### src/rtl/fat32_volume_mounter_if.sv
// fat32_volume_mounter_if
//   SD block-read port between the FAT32 volume mounter (master) and the
//   SD controller (slave).
//   sd_ready        SD controller initialised and idle
//   blk_req         one-cycle read request
//   blk_addr        sector LBA, stable until blk_done
//   blk_byte        read data byte
//   blk_byte_valid  blk_byte valid this cycle
//   blk_done        end of the current block
interface fat32_volume_mounter_if;
    logic        sd_ready;
    logic        blk_req;
    logic [31:0] blk_addr;
    logic [7:0]  blk_byte;
    logic        blk_byte_valid;
    logic        blk_done;

    modport master (
        input  sd_ready,
        output blk_req,
        output blk_addr,
        input  blk_byte,
        input  blk_byte_valid,
        input  blk_done
    );

    modport slave (
        output sd_ready,
        input  blk_req,
        input  blk_addr,
        output blk_byte,
        output blk_byte_valid,
        output blk_done
    );
endinterface

### src/rtl/fat32_volume_mounter.sv
// fat32_volume_mounter
//   Reads the MBR (LBA 0) and the FAT32 volume ID of partition PART_INDEX,
//   validates both sectors and publishes the filesystem geometry.
//   Optional watchdog: define FAT32_MOUNT_TIMEOUT_EN to enable err_code 7.
// Ports
//   clk, rst_n           clock, asynchronous active-low reset
//   mount_start          single-cycle start pulse (ignored while busy)
//   bus                  SD block-read port (master side)
//   busy                 mount in progress
//   mounted              geometry outputs valid
//   error, err_code      mount failed: 1 MBR_SIG 2 PART_TYPE 3 VID_SIG 4 BPS
//                        5 NUMFATS 6 BYTECNT 7 TIMEOUT
//   fat_begin_lba        part_lba + reserved_sectors
//   cluster_begin_lba    fat_begin_lba + num_fats*sectors_per_fat
//   sectors_per_cluster  BPB byte 13
//   root_cluster         BPB bytes 44..47
module fat32_volume_mounter #(
    parameter int PART_INDEX     = 0,
    parameter int NUM_FATS_MAX   = 2,
    parameter int TIMEOUT_CYCLES = 1000000
) (
    input  logic                          clk,
    input  logic                          rst_n,
    input  logic                          mount_start,
    fat32_volume_mounter_if.master        bus,
    output logic                          busy,
    output logic                          mounted,
    output logic                          error,
    output logic [2:0]                    err_code,
    output logic [31:0]                   fat_begin_lba,
    output logic [31:0]                   cluster_begin_lba,
    output logic [7:0]                    sectors_per_cluster,
    output logic [31:0]                   root_cluster
);
    localparam logic [9:0] E_TYPE   = 10'(446 + 16*PART_INDEX + 4);
    localparam logic [9:0] E_LBA_LO = 10'(446 + 16*PART_INDEX + 8);
    localparam logic [9:0] E_LBA_HI = 10'(446 + 16*PART_INDEX + 11);

    typedef enum logic [2:0] {
        S_IDLE, S_WAIT_SD, S_RD_MBR, S_RD_VID, S_CALC, S_DONE, S_ERR
    } state_t;

    state_t      state_q, state_d;
    logic [9:0]  cnt_q;
    logic        vid_phase_q;            // second request targets the volume ID
    logic [7:0]  ptype_q, spc_q, nfats_q, b510_q, b511_q;
    logic [15:0] bps_q, rsvd_q;
    logic [31:0] part_lba_q, spf_q, root_q;

    logic        byte_ok, issue, start, sig_ok;
    logic [9:0]  cnt_nx;
    logic [7:0]  eff511;
    logic [2:0]  fail_code;
    logic [31:0] prod;

    assign busy    = (state_q == S_WAIT_SD) || (state_q == S_RD_MBR) ||
                     (state_q == S_RD_VID)  || (state_q == S_CALC);
    assign byte_ok = bus.blk_byte_valid && ((state_q == S_RD_MBR) || (state_q == S_RD_VID));
    // Count and last byte include a byte landing in the same cycle as blk_done.
    assign cnt_nx  = cnt_q + {9'd0, byte_ok};
    assign eff511  = (byte_ok && cnt_q == 10'd511) ? bus.blk_byte : b511_q;
    assign sig_ok  = (b510_q == 8'h55) && (eff511 == 8'hAA);

    // num_fats * sectors_per_fat as a shift-add, modulo 2^32
    always_comb begin
        prod = 32'd0;
        for (int i = 0; i < 8; i++)
            if (nfats_q[i]) prod = prod + (spf_q << i);
    end

`ifdef FAT32_MOUNT_TIMEOUT_EN
    logic [31:0] wd_q;
    always_ff @(posedge clk or negedge rst_n) begin
        if (!rst_n)                         wd_q <= 32'd0;
        else if (!busy || issue || byte_ok) wd_q <= 32'd0;
        else                                wd_q <= wd_q + 32'd1;
    end
`endif

    always_comb begin
        state_d   = state_q;
        issue     = 1'b0;
        start     = 1'b0;
        fail_code = 3'd0;
        case (state_q)
            S_IDLE, S_DONE, S_ERR:
                if (mount_start) begin
                    start   = 1'b1;
                    state_d = S_WAIT_SD;
                end
            S_WAIT_SD:
                if (bus.sd_ready) begin
                    issue   = 1'b1;
                    state_d = vid_phase_q ? S_RD_VID : S_RD_MBR;
                end
            S_RD_MBR:
                if (byte_ok && cnt_q == 10'd512)           fail_code = 3'd6;
                else if (bus.blk_done) begin
                    if (cnt_nx != 10'd512)                 fail_code = 3'd6;
                    else if (!sig_ok)                      fail_code = 3'd1;
                    else if (ptype_q != 8'h0B && ptype_q != 8'h0C) fail_code = 3'd2;
                    else                                   state_d = S_WAIT_SD;
                end
            S_RD_VID:
                if (byte_ok && cnt_q == 10'd512)           fail_code = 3'd6;
                else if (bus.blk_done) begin
                    if (cnt_nx != 10'd512)                 fail_code = 3'd6;
                    else if (!sig_ok)                      fail_code = 3'd3;
                    else if (bps_q != 16'd512)             fail_code = 3'd4;
                    else if (nfats_q == 8'd0 || nfats_q > 8'(NUM_FATS_MAX)) fail_code = 3'd5;
                    else                                   state_d = S_CALC;
                end
            S_CALC:  state_d = S_DONE;
            default: state_d = S_IDLE;
        endcase
`ifdef FAT32_MOUNT_TIMEOUT_EN
        if (busy && fail_code == 3'd0 && wd_q >= 32'(TIMEOUT_CYCLES - 1)) begin
            fail_code = 3'd7;
            issue     = 1'b0;
        end
`endif
        if (fail_code != 3'd0) state_d = S_ERR;
    end

    always_ff @(posedge clk or negedge rst_n) begin
        if (!rst_n) begin
            state_q             <= S_IDLE;
            cnt_q               <= 10'd0;
            vid_phase_q         <= 1'b0;
            ptype_q             <= 8'd0;
            spc_q               <= 8'd0;
            nfats_q             <= 8'd0;
            b510_q              <= 8'd0;
            b511_q              <= 8'd0;
            bps_q               <= 16'd0;
            rsvd_q              <= 16'd0;
            part_lba_q          <= 32'd0;
            spf_q               <= 32'd0;
            root_q              <= 32'd0;
            bus.blk_req         <= 1'b0;
            bus.blk_addr        <= 32'd0;
            mounted             <= 1'b0;
            error               <= 1'b0;
            err_code            <= 3'd0;
            fat_begin_lba       <= 32'd0;
            cluster_begin_lba   <= 32'd0;
            sectors_per_cluster <= 8'd0;
            root_cluster        <= 32'd0;
        end else begin
            state_q     <= state_d;
            bus.blk_req <= issue;
            if (start) begin
                vid_phase_q         <= 1'b0;
                bus.blk_addr        <= 32'd0;
                mounted             <= 1'b0;
                error               <= 1'b0;
                err_code            <= 3'd0;
                fat_begin_lba       <= 32'd0;
                cluster_begin_lba   <= 32'd0;
                sectors_per_cluster <= 8'd0;
                root_cluster        <= 32'd0;
            end
            if (issue) begin
                cnt_q  <= 10'd0;
                b510_q <= 8'd0;
                b511_q <= 8'd0;
            end else if (byte_ok) begin
                cnt_q <= cnt_q + 10'd1;
                if (cnt_q == 10'd510) b510_q <= bus.blk_byte;
                if (cnt_q == 10'd511) b511_q <= bus.blk_byte;
                // Little-endian fields are shifted in from the top.
                if (state_q == S_RD_MBR) begin
                    if (cnt_q == E_TYPE) ptype_q <= bus.blk_byte;
                    if (cnt_q >= E_LBA_LO && cnt_q <= E_LBA_HI)
                        part_lba_q <= {bus.blk_byte, part_lba_q[31:8]};
                end else begin
                    if (cnt_q == 10'd11 || cnt_q == 10'd12) bps_q  <= {bus.blk_byte, bps_q[15:8]};
                    if (cnt_q == 10'd13)                    spc_q  <= bus.blk_byte;
                    if (cnt_q == 10'd14 || cnt_q == 10'd15) rsvd_q <= {bus.blk_byte, rsvd_q[15:8]};
                    if (cnt_q == 10'd16)                    nfats_q <= bus.blk_byte;
                    if (cnt_q >= 10'd36 && cnt_q <= 10'd39) spf_q  <= {bus.blk_byte, spf_q[31:8]};
                    if (cnt_q >= 10'd44 && cnt_q <= 10'd47) root_q <= {bus.blk_byte, root_q[31:8]};
                end
            end
            if (state_q == S_RD_MBR && state_d == S_WAIT_SD) begin
                vid_phase_q  <= 1'b1;
                bus.blk_addr <= part_lba_q;
            end
            if (fail_code != 3'd0) begin
                error    <= 1'b1;
                err_code <= fail_code;
            end
            if (state_q == S_CALC) begin
                fat_begin_lba       <= part_lba_q + {16'd0, rsvd_q};
                cluster_begin_lba   <= part_lba_q + {16'd0, rsvd_q} + prod;
                sectors_per_cluster <= spc_q;
                root_cluster        <= root_q;
                mounted             <= 1'b1;
            end
        end
    end
endmodule
### src/flat_wrapper.sv
// flat-port wrapper written by rule: the top's interface ports become plain ports
module fat32_volume_mounter_flat 
#(
    parameter int PART_INDEX     = 0,
    parameter int NUM_FATS_MAX   = 2,
    parameter int TIMEOUT_CYCLES = 1000000
)
  (clk, rst_n, mount_start, busy, mounted, error, err_code, fat_begin_lba, cluster_begin_lba, sectors_per_cluster, root_cluster, bus_sd_ready, bus_blk_req, bus_blk_addr, bus_blk_byte, bus_blk_byte_valid, bus_blk_done);
  fat32_volume_mounter_if bus_i ();
  input  logic clk;
  input  logic rst_n;
  input  logic mount_start;
  output logic busy;
  output logic mounted;
  output logic error;
  output logic [2:0] err_code;
  output logic [31:0] fat_begin_lba;
  output logic [31:0] cluster_begin_lba;
  output logic [7:0] sectors_per_cluster;
  output logic [31:0] root_cluster;
  input wire logic [$bits(bus_i.sd_ready)-1:0] bus_sd_ready;
  output wire logic [$bits(bus_i.blk_req)-1:0] bus_blk_req;
  output wire logic [$bits(bus_i.blk_addr)-1:0] bus_blk_addr;
  input wire logic [$bits(bus_i.blk_byte)-1:0] bus_blk_byte;
  input wire logic [$bits(bus_i.blk_byte_valid)-1:0] bus_blk_byte_valid;
  input wire logic [$bits(bus_i.blk_done)-1:0] bus_blk_done;
  assign bus_i.sd_ready = bus_sd_ready;
  assign bus_blk_req = bus_i.blk_req;
  assign bus_blk_addr = bus_i.blk_addr;
  assign bus_i.blk_byte = bus_blk_byte;
  assign bus_i.blk_byte_valid = bus_blk_byte_valid;
  assign bus_i.blk_done = bus_blk_done;
  fat32_volume_mounter #(.PART_INDEX(PART_INDEX), .NUM_FATS_MAX(NUM_FATS_MAX), .TIMEOUT_CYCLES(TIMEOUT_CYCLES)) u_core (.clk(clk), .rst_n(rst_n), .mount_start(mount_start), .bus(bus_i), .busy(busy), .mounted(mounted), .error(error), .err_code(err_code), .fat_begin_lba(fat_begin_lba), .cluster_begin_lba(cluster_begin_lba), .sectors_per_cluster(sectors_per_cluster), .root_cluster(root_cluster));
endmodule
### config.mk
export PLATFORM = sky130hd
export DESIGN_NAME = fat32_volume_mounter_flat
export DESIGN_NICKNAME = d
export VERILOG_FILES = /design/src/rtl/fat32_volume_mounter_if.sv /design/src/rtl/fat32_volume_mounter.sv /design/src/flat_wrapper.sv
export SDC_FILE = /design/constraint.sdc
export NUM_CORES = 1
export LEC_CHECK = 0
export BUFFER_PORTS_ARGS = -buffer_cell sky130_fd_sc_hd__buf_4
export CAP_MARGIN = 10
export CORE_MARGIN = 2
export CORE_UTILIZATION = 47
export DETAILED_ROUTE_END_ITERATION = 8
export GPL_TIMING_DRIVEN = 0
export PLACE_DENSITY = 0.64
export SYNTH_ARGS = -nofsm -noshare
export SYNTH_HDL_FRONTEND = slang
export SYNTH_SLANG_ARGS = --single-unit
### constraint.sdc
create_clock -name clk -period 13.8 [get_ports clk]
set_input_delay 1.38 -clock clk [delete_from_list [all_inputs] [get_ports clk]]
set_output_delay 1.38 -clock clk [all_outputs]
set_load 0.01 [all_outputs]
# After elaboration in Yosys (flattened, before gate mapping)
# Index checks and enable logic that the tools add are counted.
[totals] ff_bits=324 output_inout_bits=143 wordCells=163
[classes] add_sub_neg=11 order_cmp=7 n_eq_ne=23 mux=62 bitwise=2 reduce_logical=36
[op_table] cell="$mux W32" count=13
[op_table] cell="$add A32 B32 Y32" count=8
[op_table] cell="$mux W3" count=26
[op_table] cell="$mux W8" count=9
[op_table] cell="$eq A10 B4 Y1 const B" count=5
[op_table] cell="$add A32 B16 Y32" count=1
[op_table] cell="$reduce_and A4 Y1" count=8
[op_table] cell="$eq A10 B9 Y1 const B" count=3
[op_table] cell="$ge A10 B6 Y1 const B" count=2
[op_table] cell="$le A10 B6 Y1 const B" count=2
[op_table] cell="$mux W10" count=2
[op_table] cell="$ne A16 B10 Y1 const B" count=1
[op_table] cell="$ne A8 B4 Y1 const B" count=2
[op_table] cell="$pmux W3 S5" count=1
[op_table] cell="$reduce_bool A2 Y1" count=6
[op_table] cell="$add A10 B1 Y10" count=1
[op_table] cell="$add A10 B1 Y10 const B" count=1
[op_table] cell="$eq A10 B10 Y1 const B" count=1
[op_table] cell="$eq A10 B5 Y1 const B" count=1
[op_table] cell="$ge A10 B9 Y1 const B" count=1
[op_table] cell="$le A10 B9 Y1 const B" count=1
[op_table] cell="$ne A10 B10 Y1 const B" count=1
[op_table] cell="$eq A3 B3 Y1 const B" count=3
[op_table] cell="$logic_and A1 B1 Y1" count=9
[op_table] cell="15 further kinds" count=33

# Longest topological paths before layout
[logic_depth] depth_word=17 ltp_mapped=79 mapped_depth_nobuf=77

# Worst setup path before layout
# OpenSTA, ideal clock, no wires.
[synth_path] kind="reg-to-reg" start="reg u_core.nfats_q[0]" end="reg u_core.cluster_begin_lba[31]" t_arrival_ps=14169 t_required_ps=13717 setup_slack_ps=-452 stages_incl_launch_ff=71 path_buffers=5 synth_period_minus_slack_ps=14252 path_cell_list="dfrtp_1 -> clkbuf_1 -> clkbuf_1 -> clkbuf_1 -> clkbuf_1 -> nand2_1 -> inv_1 -> ha_1 -> a221o_1 -> a22oi_2 -> o22ai_1 -> a21o_1 -> a21oi_2 -> o211ai_1 -> a21oi_1 -> xnor2_1 -> mux2_2 -> ha_1 -> (+35 left out) -> xnor2_1 -> mux2_2 -> ha_1 -> nor2b_1 -> a311oi_1 -> xnor2_1 -> mux2_2 -> ha_1 -> and4_1 -> a221oi_1 -> o31ai_1 -> a31oi_1 -> o21ai_0 -> xor2_1 -> xnor3_1 -> xnor2_1 -> xnor3_1 -> o21ai_0"
[synth_via] elab_chain_len=17
[synth_rtl] item="start: declaration" line="fat32_volume_mounter.sv:46" rtl="logic [7:0] ptype_q, spc_q, nfats_q, b510_q, b511_q;"
[synth_rtl] item="start signal: assignment" line="fat32_volume_mounter.sv:180" rtl="if (cnt_q == 10'd16) nfats_q <= bus.blk_byte;"
[synth_rtl] item="$mux W32 *" line="fat32_volume_mounter.sv:68" rtl="if (nfats_q[i]) prod = prod + (spf_q << i);"
[synth_rtl] item="$add A32 B32 Y32" line="fat32_volume_mounter.sv:68"
[synth_rtl] item="$mux W32 *" line="fat32_volume_mounter.sv:68"
[synth_rtl] item="$add A32 B32 Y32" line="fat32_volume_mounter.sv:68"
[synth_rtl] item="$mux W32 *" line="fat32_volume_mounter.sv:68"
[synth_rtl] item="$add A32 B32 Y32" line="fat32_volume_mounter.sv:68"
[synth_rtl] item="$mux W32 *" line="fat32_volume_mounter.sv:68"
[synth_rtl] item="$add A32 B32 Y32" line="fat32_volume_mounter.sv:68"
[synth_rtl] item="$mux W32 *" line="fat32_volume_mounter.sv:68"
[synth_rtl] item="$add A32 B32 Y32" line="fat32_volume_mounter.sv:68"
[synth_rtl] item="$mux W32 *" line="fat32_volume_mounter.sv:68"
[synth_rtl] item="$add A32 B32 Y32" line="fat32_volume_mounter.sv:68"
[synth_rtl] item="$mux W32 *" line="fat32_volume_mounter.sv:68"
[synth_rtl] item="$add A32 B32 Y32" line="fat32_volume_mounter.sv:68"
[synth_rtl] item="$mux W32 *" line="fat32_volume_mounter.sv:68"
[synth_rtl] item="$add A32 B32 Y32 *" line="fat32_volume_mounter.sv:195" rtl="cluster_begin_lba <= part_lba_q + {16'd0, rsvd_q} + prod;"
[synth_rtl] item="$mux W32 *" line="fat32_volume_mounter.sv:193" rtl="if (state_q == S_CALC) begin"
[synth_rtl] item="end signal: assignment" line="fat32_volume_mounter.sv:195"
[synth_rtl] item="end: declaration" line="fat32_volume_mounter.sv:31" rtl="output logic [31:0] cluster_begin_lba,"
# Every way passes the cells marked *; elsewhere a longest branch is shown, timed or not.
# A chain may end at the register's enable or synchronous reset.

# Worst setup path after layout
# Same ends and word-level chain as after synthesis.

==> metrics.md <==
| Metric | Value |
|---|---|
| Arrival @ worst endpoint | 14,580 ps |
| Post-synth top cells | nand2_1, dfrtp_1, o21ai_0 |
| Outcome | finished with violations |
| Seq/Total Area, Yosys | 29.23% |
| Die height | 246.9 µm |
| Pwr Density | 72.20 nW/µm² |
| CP peak stage delay | 390 ps |
| Core ar. | 58,690 µm² |
| Slew Limit Fails | 0 |
| Root buf cell | clkbuf_16 |
| HP Class | reg2reg |
| Drt pass-1 iters | 6 |
| CTS clk-pin slew, worst paths | 60 ps |
| Peak supply drop | 0.1009 mV |
| Ratio of cells with drive above 1 in the final layout | 20.75% |
| Crit share post-route | 102.3% |
| Wirelength, routed | 95.50 mm |
| Worst setup SP type | flop |
| Max frequency | 0.07086 GHz |
| Skew-Pair Late Insertion Delay | 560 ps |
| Hold Worst Slack | 481.7 ps |
| Vias in the first global route | 26.15k |
| RSZ-0062 raised after global routing | yes |
| Critical Path RT | 14,270 ps |
| Die area | 60,970 µm² |
| Area contributors post-synth | dfrtp_1, ha_1, mux2_2 |
| Worst-path fanout max | 4 |
| Area Growth Syn to Fin | 19.99% |
| CTS tree | done |
| First-pass GRT wire length | 146.3 mm |
| WL/cell | 21.97 µm |
| Slew HR | 16.98% |
| Min Clock Period, post-route | 14,110 ps |
| Seq cells post-synth | 324 |
| CTS Buf Count | 36 |
| Max clock buf depth | 3 |
| CP Capture Type | flop |
| IO Count | 157 |
| Max_cap viols | 0 |
| Post-synthesis cell count | 3,253 |
| Placed cells | 4,184 |
| Sink Count | 324 |
| Gpl congestion | 0.9697 |
| Total Power | 2403 µW |
| Die W | 246.9 µm |
| Iter 0 DRT Violations | 1,713 |
| Yosys Warn Count | 0 |
| FFs w/ async S/R, synth | 100.0% |
| Number of remaining DRC errors | 0 |
| Antenna-violating nets left | 0 |
| Synth cell types | 85 |
| Skew final | 24.00 ps |
| Fin cells | 4,346 |
| Initial Util | 47.26% |
| Fin. Hold Viols | 0 |
| P_leak | 0.01655 µW |
| Slew of the pin with the lowest slew margin | 1214 ps |
| DR vias | 26.14k |
| Row Count | 89 |
| Area leader, netlist | dfrtp_1 |
| Most numerous cell in the Yosys netlist | nand2_1 |
| Setup TNS Final | -610.5 ps |
| Average cell area after synthesis | 8.526 µm² |
| Final HPWL DP | 73.57 mm |
| Critical-path top delay cell | a221o_1 |
| Post-synth top flop | dfrtp_1 |
| H-Tree Depth | 2 |
| Failing checks | setup timing |
| Congestion Overflow GR | 0 |
| Hold-fix buffers, CTS | 0 |
| Total GRT Usage | 30.89% |
| Syn nets | 3,529 |
| Largest net degree at the start of global routing | 125 |
| Worst Path Class, Setup | reg2reg |
| Setup ws final | -312.1 ps |
| # port buffers | 156 |
| Final Core Density | 56.71% |
| Initial antenna violation count | 0 |
| EDFF count, synth | 0 |
| CP most frequent cell | ha_4 |
| NumNets Final | 3,822 |
| Final Setup Violations | 2 |
| Vias per std cell | 6.015 |
| Post-synth top area share | 29.23% |
| Syn Std Cell Area | 27,740 µm² |
cells in the final DEF (no fill, tap or decap), types with 50 or more instances in the layout:
master	n
a21o_1	136
a21oi_1	170
buf_4	255
clkbuf_1	131
dfrtp_1	321
ha_1	207
inv_1	107
mux2_2	187
nand2_1	465
nand3_1	83
nor2_1	158
o21a_1	50
o21ai_0	228
xnor2_1	143
xor2_1	70
metrics by stage:
stage	instance area, µm²	setup WS, ps
after floorplan	27760	2.196
after global placement	29900	-3521
after detailed placement	29960	-3788
after CTS	32700	-22.19
after global routing	33280	-841.8
final	33280	-312.1
per-layer routing:
metal	part of all wire [%]	vias to the layer above	track usage [%]
met1	41	12760	37.57
met3	4.9	237	3.766
li1	-	12330	-
met2	48	808	53.47
met5	0	-	0
met4	5.4	0	16.11
flip-flops by register name, summed over array words and instances, names as in the netlist, 10 cells and up:
| signal | cells |
|---|---|
| u_core.cnt_q | 10 |
| u_core.fat_begin_lba | 32 |
| u_core.rsvd_q | 16 |
| u_core.cluster_begin_lba | 32 |
| u_core.part_lba_q | 32 |
| u_core.root_q | 32 |
| u_core.spf_q | 32 |
| u_core.root_cluster | 32 |
| u_core.bps_q | 16 |
| u_core.bus.blk_addr | 32 |
timing repair:
item                                    in CTS  in global routing
resized for setup                          204                 74
cloned                                       0                  0
setup buffers                               70                 31
pin swaps                                   86                 46
endpoints found under the setup margin      14                  8
where the power goes:
group	leakage (µW)	internal, µW	switching (µW)
Clock	0.000583	585	403
Sequential	0.00447	967	15.4
Combinational	0.0115	104	329
Total	0.0165	1660	748
path summary, 6_finish.rpt:
check | start | to | slack, ps | depth (start not counted)
hold / removal | u_core.root_q[0]$_DFFE_PN0P_ | u_core.root_cluster[0]$_DFFE_PN0P_ | 480 | 2
max in group asynchronous | rst_n | u_core.spf_q[1]$_DFFE_PN0P_ | 11280 | 3
hold reg to reg | u_core.root_q[0]$_DFFE_PN0P_ | u_core.root_cluster[0]$_DFFE_PN0P_ | 480 | 2
setup reg to reg | u_core.nfats_q[0]$_DFFE_PN0P_ | u_core.cluster_begin_lba[31]$_DFFE_PN0P_ | -310 | 76
setup / recovery | u_core.nfats_q[0]$_DFFE_PN0P_ | u_core.cluster_begin_lba[31]$_DFFE_PN0P_ | -310 | 76
min in group asynchronous | rst_n | u_core.root_cluster[18]$_DFFE_PN0P_ | 840 | 1
critical path, delay by kind of cell, from the launching register on:
| family | cells | cell delay [ps] |
|---|---|---|
| xor gates and xnor gates | 9 | 1490 |
| and+or+nand+nor | 20 | 2450 |
| adders and majority gates | 8 | 1940 |
| DFF | 1 | 380 |
| buffers and inverters | 7 | 840 |
| muxes | 4 | 1230 |
| AOI/OAI and AO/OA | 28 | 5650 |
kinds of logic after synthesis:
logic type                 Yosys count  share of synthesized area, %
and+or+nand+nor                   1003                         16.65
AOI/OAI and AO/OA                  948                         22.04
DFF                                324                         29.23
buffers and inverters              264                         3.622
adders and majority gates          262                         12.06
muxes                              232                         9.342
xor gates and xnor gates           220                         7.046
area by class of cell:
class,count,area [µm²]
repair buffers,259,2003
diodes,2,5.005
well taps,773,967.2
multi-input cells,2665,19900
inverters,117,445.4
clock inverters,10,150.1
clock buffers,53,1046
plain buffers,143,653.1
fillers,5245,25400
flip-flops and latches,324,8112
(Power assumes the default switching activity.)
